[src/rtl/fifo_sync_fwft_if.sv]
// fifo_sync_fwft_if -- handshake bundle for fifo_sync_fwft.
//   master : producer/consumer side (drives flush, wr_data, we, re)
//   slave  : the FIFO itself (drives full, ovf, rd_data, ne, ae, level, unf)
interface fifo_sync_fwft_if #(
  parameter int ADDRWIDTH = 5,
  parameter int DATAWIDTH = 18
);
  logic                 flush;
  logic [DATAWIDTH-1:0] wr_data;
  logic                 we;
  logic                 full;
  logic                 ovf;
  logic [DATAWIDTH-1:0] rd_data;
  logic                 re;
  logic                 ne;
  logic                 ae;
  logic [ADDRWIDTH:0]   level;
  logic                 unf;

  modport master (
    output flush, wr_data, we, re,
    input  full, ovf, rd_data, ne, ae, level, unf
  );

  modport slave (
    input  flush, wr_data, we, re,
    output full, ovf, rd_data, ne, ae, level, unf
  );
endinterface

[src/rtl/fifo_sync_fwft.sv]
// fifo_sync_fwft -- single-clock show-ahead FIFO.
//   DEPTH = 2**ADDRWIDTH word RAM (registered read) -> mid register -> head
//   register driving rd_data. level counts every word held anywhere.
// Ports:
//   clk    : sole clock, rising edge
//   reset  : synchronous, active-high; overrides flush/we/re
//   bus    : fifo_sync_fwft_if.slave
//            flush/we/wr_data/re in; rd_data/ne (show-ahead head), level,
//            full (level >= DEPTH-SLOP), ae (level <= AE_LEVEL), sticky ovf/unf out
// Build option: define FIFO_SYNC_FWFT_ERR_HALT_EN to print an instance-named
//   message and end simulation when ovf or unf would be set.
module fifo_sync_fwft #(
  parameter int ADDRWIDTH = 5,
  parameter int DATAWIDTH = 18,
  parameter int SLOP      = 4,
  parameter int AE_LEVEL  = 2
) (
  input  logic clk,
  input  logic reset,
  fifo_sync_fwft_if.slave bus
);
  localparam int DEPTH = 1 << ADDRWIDTH;
  localparam logic [ADDRWIDTH:0] LVL_MAX = (ADDRWIDTH+1)'(DEPTH);
  localparam logic [ADDRWIDTH:0] FULL_TH = (ADDRWIDTH+1)'(DEPTH - SLOP);
  localparam logic [ADDRWIDTH:0] AE_TH   = (ADDRWIDTH+1)'(AE_LEVEL);

  logic [DATAWIDTH-1:0] mem [DEPTH];
  logic [ADDRWIDTH-1:0] wr_ptr, rd_ptr;
  logic [ADDRWIDTH:0]   level_q, level_nxt, ram_cnt;
  logic [DATAWIDTH-1:0] head_q, mid_q;
  logic                 head_vld, mid_vld;
  logic                 full_q, ae_q, ovf_q, unf_q;

  logic pop, wr_acc, head_take, mid_free, rd_en, byp, ram_we;
  logic ovf_set, unf_set;

  always_comb begin
    pop       = bus.re & head_vld;
    // At level==DEPTH a write only fits if the head leaves the same edge.
    wr_acc    = bus.we & ((level_q != LVL_MAX) | pop);
    head_take = (pop | ~head_vld) & mid_vld;
    mid_free  = ~mid_vld | head_take;
    ram_cnt   = level_q - (ADDRWIDTH+1)'(head_vld) - (ADDRWIDTH+1)'(mid_vld);
    rd_en     = (ram_cnt != '0) & mid_free;
    // A word arriving behind a non-empty FIFO with nothing queued in RAM
    // skips the RAM and lands in mid, so a pop on the next edge still finds
    // it (no bubble). Writes into an empty FIFO keep the two-edge RAM path.
    byp       = wr_acc & (ram_cnt == '0) & mid_free & (level_q != '0);
    ram_we    = wr_acc & ~byp;
    level_nxt = level_q + (ADDRWIDTH+1)'(wr_acc) - (ADDRWIDTH+1)'(pop);
    ovf_set   = bus.we & ~wr_acc;
    unf_set   = bus.re & ~head_vld;
  end

  always_ff @(posedge clk) begin
    if (ram_we && !reset && !bus.flush) mem[wr_ptr] <= bus.wr_data;
  end

  always_ff @(posedge clk) begin
    if (reset) begin
      wr_ptr   <= '0;
      rd_ptr   <= '0;
      level_q  <= '0;
      head_vld <= 1'b0;
      mid_vld  <= 1'b0;
      full_q   <= 1'b0;
      ae_q     <= 1'b1;
      ovf_q    <= 1'b0;
      unf_q    <= 1'b0;
    end else if (bus.flush) begin
      wr_ptr   <= '0;
      rd_ptr   <= '0;
      level_q  <= '0;
      head_vld <= 1'b0;
      mid_vld  <= 1'b0;
      full_q   <= 1'b0;
      ae_q     <= 1'b1;
    end else begin
      if (ram_we) wr_ptr <= wr_ptr + 1'b1;
      if (rd_en) begin
        rd_ptr <= rd_ptr + 1'b1;
        mid_q  <= mem[rd_ptr];
      end else if (byp) begin
        mid_q  <= bus.wr_data;
      end
      mid_vld  <= rd_en | byp | (mid_vld & ~head_take);
      if (head_take) head_q <= mid_q;
      head_vld <= head_take | (head_vld & ~pop);
      level_q  <= level_nxt;
      full_q   <= (level_nxt >= FULL_TH);
      ae_q     <= (level_nxt <= AE_TH);
      if (ovf_set) ovf_q <= 1'b1;
      if (unf_set) unf_q <= 1'b1;
    end
  end

`ifdef FIFO_SYNC_FWFT_ERR_HALT_EN
  always_ff @(posedge clk) begin
    if (!reset && !bus.flush && (ovf_set || unf_set)) begin
      $display("%m: %s error, halting", ovf_set ? "overflow" : "underflow");
      $finish;
    end
  end
`else
  // Errors only raise the sticky ovf/unf flags; the FIFO keeps running.
`endif

  assign bus.rd_data = head_q;
  assign bus.ne      = head_vld;
  assign bus.level   = level_q;
  assign bus.full    = full_q;
  assign bus.ae      = ae_q;
  assign bus.ovf     = ovf_q;
  assign bus.unf     = unf_q;
endmodule

[src/flat_wrapper.sv]
// flat-port wrapper written by rule: the top's interface ports become plain ports
module fifo_sync_fwft_flat 
#(
  parameter int ADDRWIDTH = 5,
  parameter int DATAWIDTH = 18,
  parameter int SLOP      = 4,
  parameter int AE_LEVEL  = 2
)
  (clk, reset, bus_flush, bus_wr_data, bus_we, bus_re, bus_full, bus_ovf, bus_rd_data, bus_ne, bus_ae, bus_level, bus_unf);
  fifo_sync_fwft_if #(.ADDRWIDTH(ADDRWIDTH), .DATAWIDTH(DATAWIDTH)) bus_i ();
  input  logic clk;
  input  logic reset;
  input wire logic [$bits(bus_i.flush)-1:0] bus_flush;
  input wire logic [$bits(bus_i.wr_data)-1:0] bus_wr_data;
  input wire logic [$bits(bus_i.we)-1:0] bus_we;
  input wire logic [$bits(bus_i.re)-1:0] bus_re;
  output wire logic [$bits(bus_i.full)-1:0] bus_full;
  output wire logic [$bits(bus_i.ovf)-1:0] bus_ovf;
  output wire logic [$bits(bus_i.rd_data)-1:0] bus_rd_data;
  output wire logic [$bits(bus_i.ne)-1:0] bus_ne;
  output wire logic [$bits(bus_i.ae)-1:0] bus_ae;
  output wire logic [$bits(bus_i.level)-1:0] bus_level;
  output wire logic [$bits(bus_i.unf)-1:0] bus_unf;
  assign bus_i.flush = bus_flush;
  assign bus_i.wr_data = bus_wr_data;
  assign bus_i.we = bus_we;
  assign bus_i.re = bus_re;
  assign bus_full = bus_i.full;
  assign bus_ovf = bus_i.ovf;
  assign bus_rd_data = bus_i.rd_data;
  assign bus_ne = bus_i.ne;
  assign bus_ae = bus_i.ae;
  assign bus_level = bus_i.level;
  assign bus_unf = bus_i.unf;
  fifo_sync_fwft #(.ADDRWIDTH(ADDRWIDTH), .DATAWIDTH(DATAWIDTH), .SLOP(SLOP), .AE_LEVEL(AE_LEVEL)) u_core (.clk(clk), .reset(reset), .bus(bus_i));
endmodule
[config.mk]
export PLATFORM = sky130hd
export DESIGN_NAME = fifo_sync_fwft_flat
export DESIGN_NICKNAME = d
export VERILOG_FILES = /design/src/rtl/fifo_sync_fwft_if.sv /design/src/rtl/fifo_sync_fwft.sv /design/src/flat_wrapper.sv
export SDC_FILE = /design/constraint.sdc
export NUM_CORES = 1
export LEC_CHECK = 0
export ABC_AREA = 1
export BUFFER_PORTS_ARGS = -buffer_cell sky130_fd_sc_hd__buf_2
export CORE_MARGIN = 2
export CORE_UTILIZATION = 45
export CTS_BUF_LIST = sky130_fd_sc_hd__clkbuf_16
export CTS_CLUSTER_DIAMETER = 30
export DETAILED_ROUTE_END_ITERATION = 12
export SLEW_MARGIN = 15
export SYNTH_ARGS = -nofsm -noshare
export SYNTH_HDL_FRONTEND = slang
export SYNTH_SLANG_ARGS = --single-unit
[constraint.sdc]
create_clock -name clk -period 8.88 [get_ports clk]
set_input_delay 1.776 -clock clk [delete_from_list [all_inputs] [get_ports clk]]
set_output_delay 1.776 -clock clk [all_outputs]
set_load 0.03 [all_outputs]
==> flow_summary.ini <==
[outcome]
status = complete, no violations

[worst_setup_path]
r2r-start = u_core.mid_vld$_SDFF_PP0_
worst_ep_required_time_ns = 9.15
slowest_stage = nor2_2
cpMostUsedCell = nor2_2
reg2reg_to = u_core.mem[8][5]$_DFFE_PP_
regToRegSetupSlack_ns = 4.72
worstSetupStartpointType = flop
cp_max_fo = 28
reg2reg_depth = 14
arrival_ns = 4.43
max_stage_delay_ns = 0.97
crit_chain = inv_1 > fa_1 > inv_1 > ha_1 > nor2_2 > ha_1 > nand2_1 > nand3_1 > nor2_1 > nand2_1 > nor2_2 > nand3_2 > nand3_4 > nor2_2
worst-setup-path-type = reg2reg
critPathCaptureType = flop

[drt]
wl_um = 73500
antenna_left = 0
wl_per_cell_um = 22.7
drt-vias-per-instance = 5.49
dr.pass1.iters = 5
via_count = 17800
drt_iter0_markers = 2411
drc = 0

[synthesis]
synth-seq-cells = 639
synth_cell_types = 32
synth_area_per_cell_um2 = 11.4
yosys_warnings = 0
netlist_instances = 2326
syn-cell-area_um2 = 26500
synth_nets = 2371
ys_seq_area_frac = 0.715

[cts]
cts_tree = yes
postCtsHoldBufs = 0
post_cts_buffers = 0
clkSlewWorstSetupHoldPaths_ns = 0.05
clock_sinks = 639
cts_root_buf = clkbuf_16
numCtsBuffers = 119
clock_latency_ns = 0.66
h-tree-depth = 3
cts_resized = 0
clk_path_buf_depth = 3

[grt]
grt_overflow_total = 0
antenna_found_initial = 1
grt_pass1_wl_um = 108000
first_global_vias = 17300
grt_util_all_layers = 0.244
grt_max_degree = 163

[pwr]
powerDensity_nw_per_um2 = 276
p_leak_uw = 0.0115
ir_drop_uv = 216

[placed_design]
dp_hpwl_um = 42300
io_buffers = 51
placed_area_um2 = 27200
gp_congestion = 0.956
place_ws_ns = 4.24

[die]
die_area_um2 = 60800
die_h_um = 247
core_area_um2 = 57900
ios = 52
rows = 88
die_w_um = 247
start_util = 0.457

[sta]
final.setup_skew_ns = 0.0202
rsz0062_at_grt = no
fmax_ghz = 0.240
hold_viol = 0
layout_setup_ws_ns = 4.72
fin_crit_ns = 4.16
fin_crit_sh = 0.469
worst_pin_slew_ns = 1.16
whs_ns = 0.423
drv_slew = 0
relSlewSlack = 0.229
final.setup.tns_ns = 0
setup_violations = 0

[cells_and_area]
final_cell_mix = edfxtp_1 (612), nand2_1 (567), nor2_1 (297)
fin_util = 0.538
n_antenna_cell = 0
layout_commonest_cell = edfxtp_1
multi_input_area_um2 = 6570
final_area_um2 = 31200
drive_above_1_share = 0.126
nets = 2422
area_growth_syn_to_layout_pct = 17.8
fill_cells = 4979
regArea_um2 = 18900

[run]
maxCapViolCount = 0

[worst_hold_path]
hp-class = reg2reg
hold_path_end = u_core.bus.rd_data[8]$_DFFE_PP_
worstHoldStart = u_core.mid_q[8]$_DFFE_PP_
hold_depth = 0
-- critical path, delay by kind of cell (launching register included) --
family	cells	cell delay [ns]
simple gates	9	2.26
fa+ha+maj	3	0.94
flops	1	0.40
buf+inv	2	0.16
-- report_power, final --
| part | internal, µW | switching (µW) | leakage [µW] |
|---|---|---|---|
| sequential | 3360 | 20.0 | 0.00573 |
| combinational | 207 | 639 | 0.00376 |
| clock | 2880 | 1510 | 0.00196 |
-- cell usage after synthesis (all sizes together) --
cell type	n	share of area
edfxtp	612	0.69
nand2	571	0.082
nor2	333	0.048
nand3	292	0.056
o21ai	172	0.033
buf	100	0.022
inv	96	0.014
clkbuf	34	0.0048
a21oi	28	0.0053
dfxtp	27	0.020
o211ai	21	0.0060
ha	20	0.0095
nor3	6	0.0011
xnor2	3	0.00099
xor2	3	0.00099
clkinv	2	0.00028
fa	2	0.0015
nand4	2	0.00047
nand3b	1	0.00028
o32ai	1	0.00033
-- through the flow --
stage	instances	total power, µW
3_3_place_gp	3021	4270
4_1_cts	3242	8640
6_report	3242	8610
5_1_grt	3242	8890
2_1_floorplan	2326	3990
3_5_place_dp	3021	4270
-- sequential cells by signal, summed over array words and instances, names as in the netlist, named ones only --
name and count:
u_core.bus.ovf 1, u_core.bus.rd_data 18, u_core.bus.ae 1, u_core.bus.level 6, u_core.rd_ptr 5, u_core.mid_q 18
u_core.mid_vld 1, u_core.bus.ne 1, u_core.bus.full 1, u_core.wr_ptr 5, u_core.mem 576, u_core.bus.unf 1
-- area by class of cell --
type / count / area share
multi-input combinational: 1455 / 0.211
tap: 765 / 0.0307
clock buffer: 123 / 0.0987
timing repair buffer: 64 / 0.0113
inverter: 98 / 0.0121
clock inverter: 98 / 0.0291
sequential: 639 / 0.607
-- cells by family after synthesis --
logic type               share of synthesized area
AND/OR/NAND/NOR                              0.187
flip-flops                                   0.715
buffers and inverters                       0.0403
AO/OA/AOI/OAI                               0.0445
adder cells (fa/ha/maj)                     0.0110
XOR/XNOR                                   0.00199
-- how the worst max path moves through the flow --
| stage | start | to |
|---|---|---|
| 6_report | u_core.mid_vld$_SDFF_PP0_ | u_core.mem[8][5]$_DFFE_PP_ |
| 5_1_grt | u_core.bus.ne$_SDFF_PP0_ | u_core.mem[8][6]$_DFFE_PP_ |
| 4_1_cts | u_core.mid_vld$_SDFF_PP0_ | u_core.mem[16][4]$_DFFE_PP_ |
| 3_5_place_dp | bus_re | u_core.mem[16][13]$_DFFE_PP_ |
| 3_3_place_gp | bus_re | u_core.mem[8][5]$_DFFE_PP_ |
| 2_1_floorplan | bus_flush | u_core.bus.rd_data[0]$_DFFE_PP_ |
-- metal layers --
layer | GRT usage | part of all wire
met5 | 0 | 0
met4 | 0.107 | 0.042
met3 | 0.0496 | 0.082
met2 | 0.388 | 0.46
met1 | 0.326 | 0.41
(Power assumes the default switching activity.)
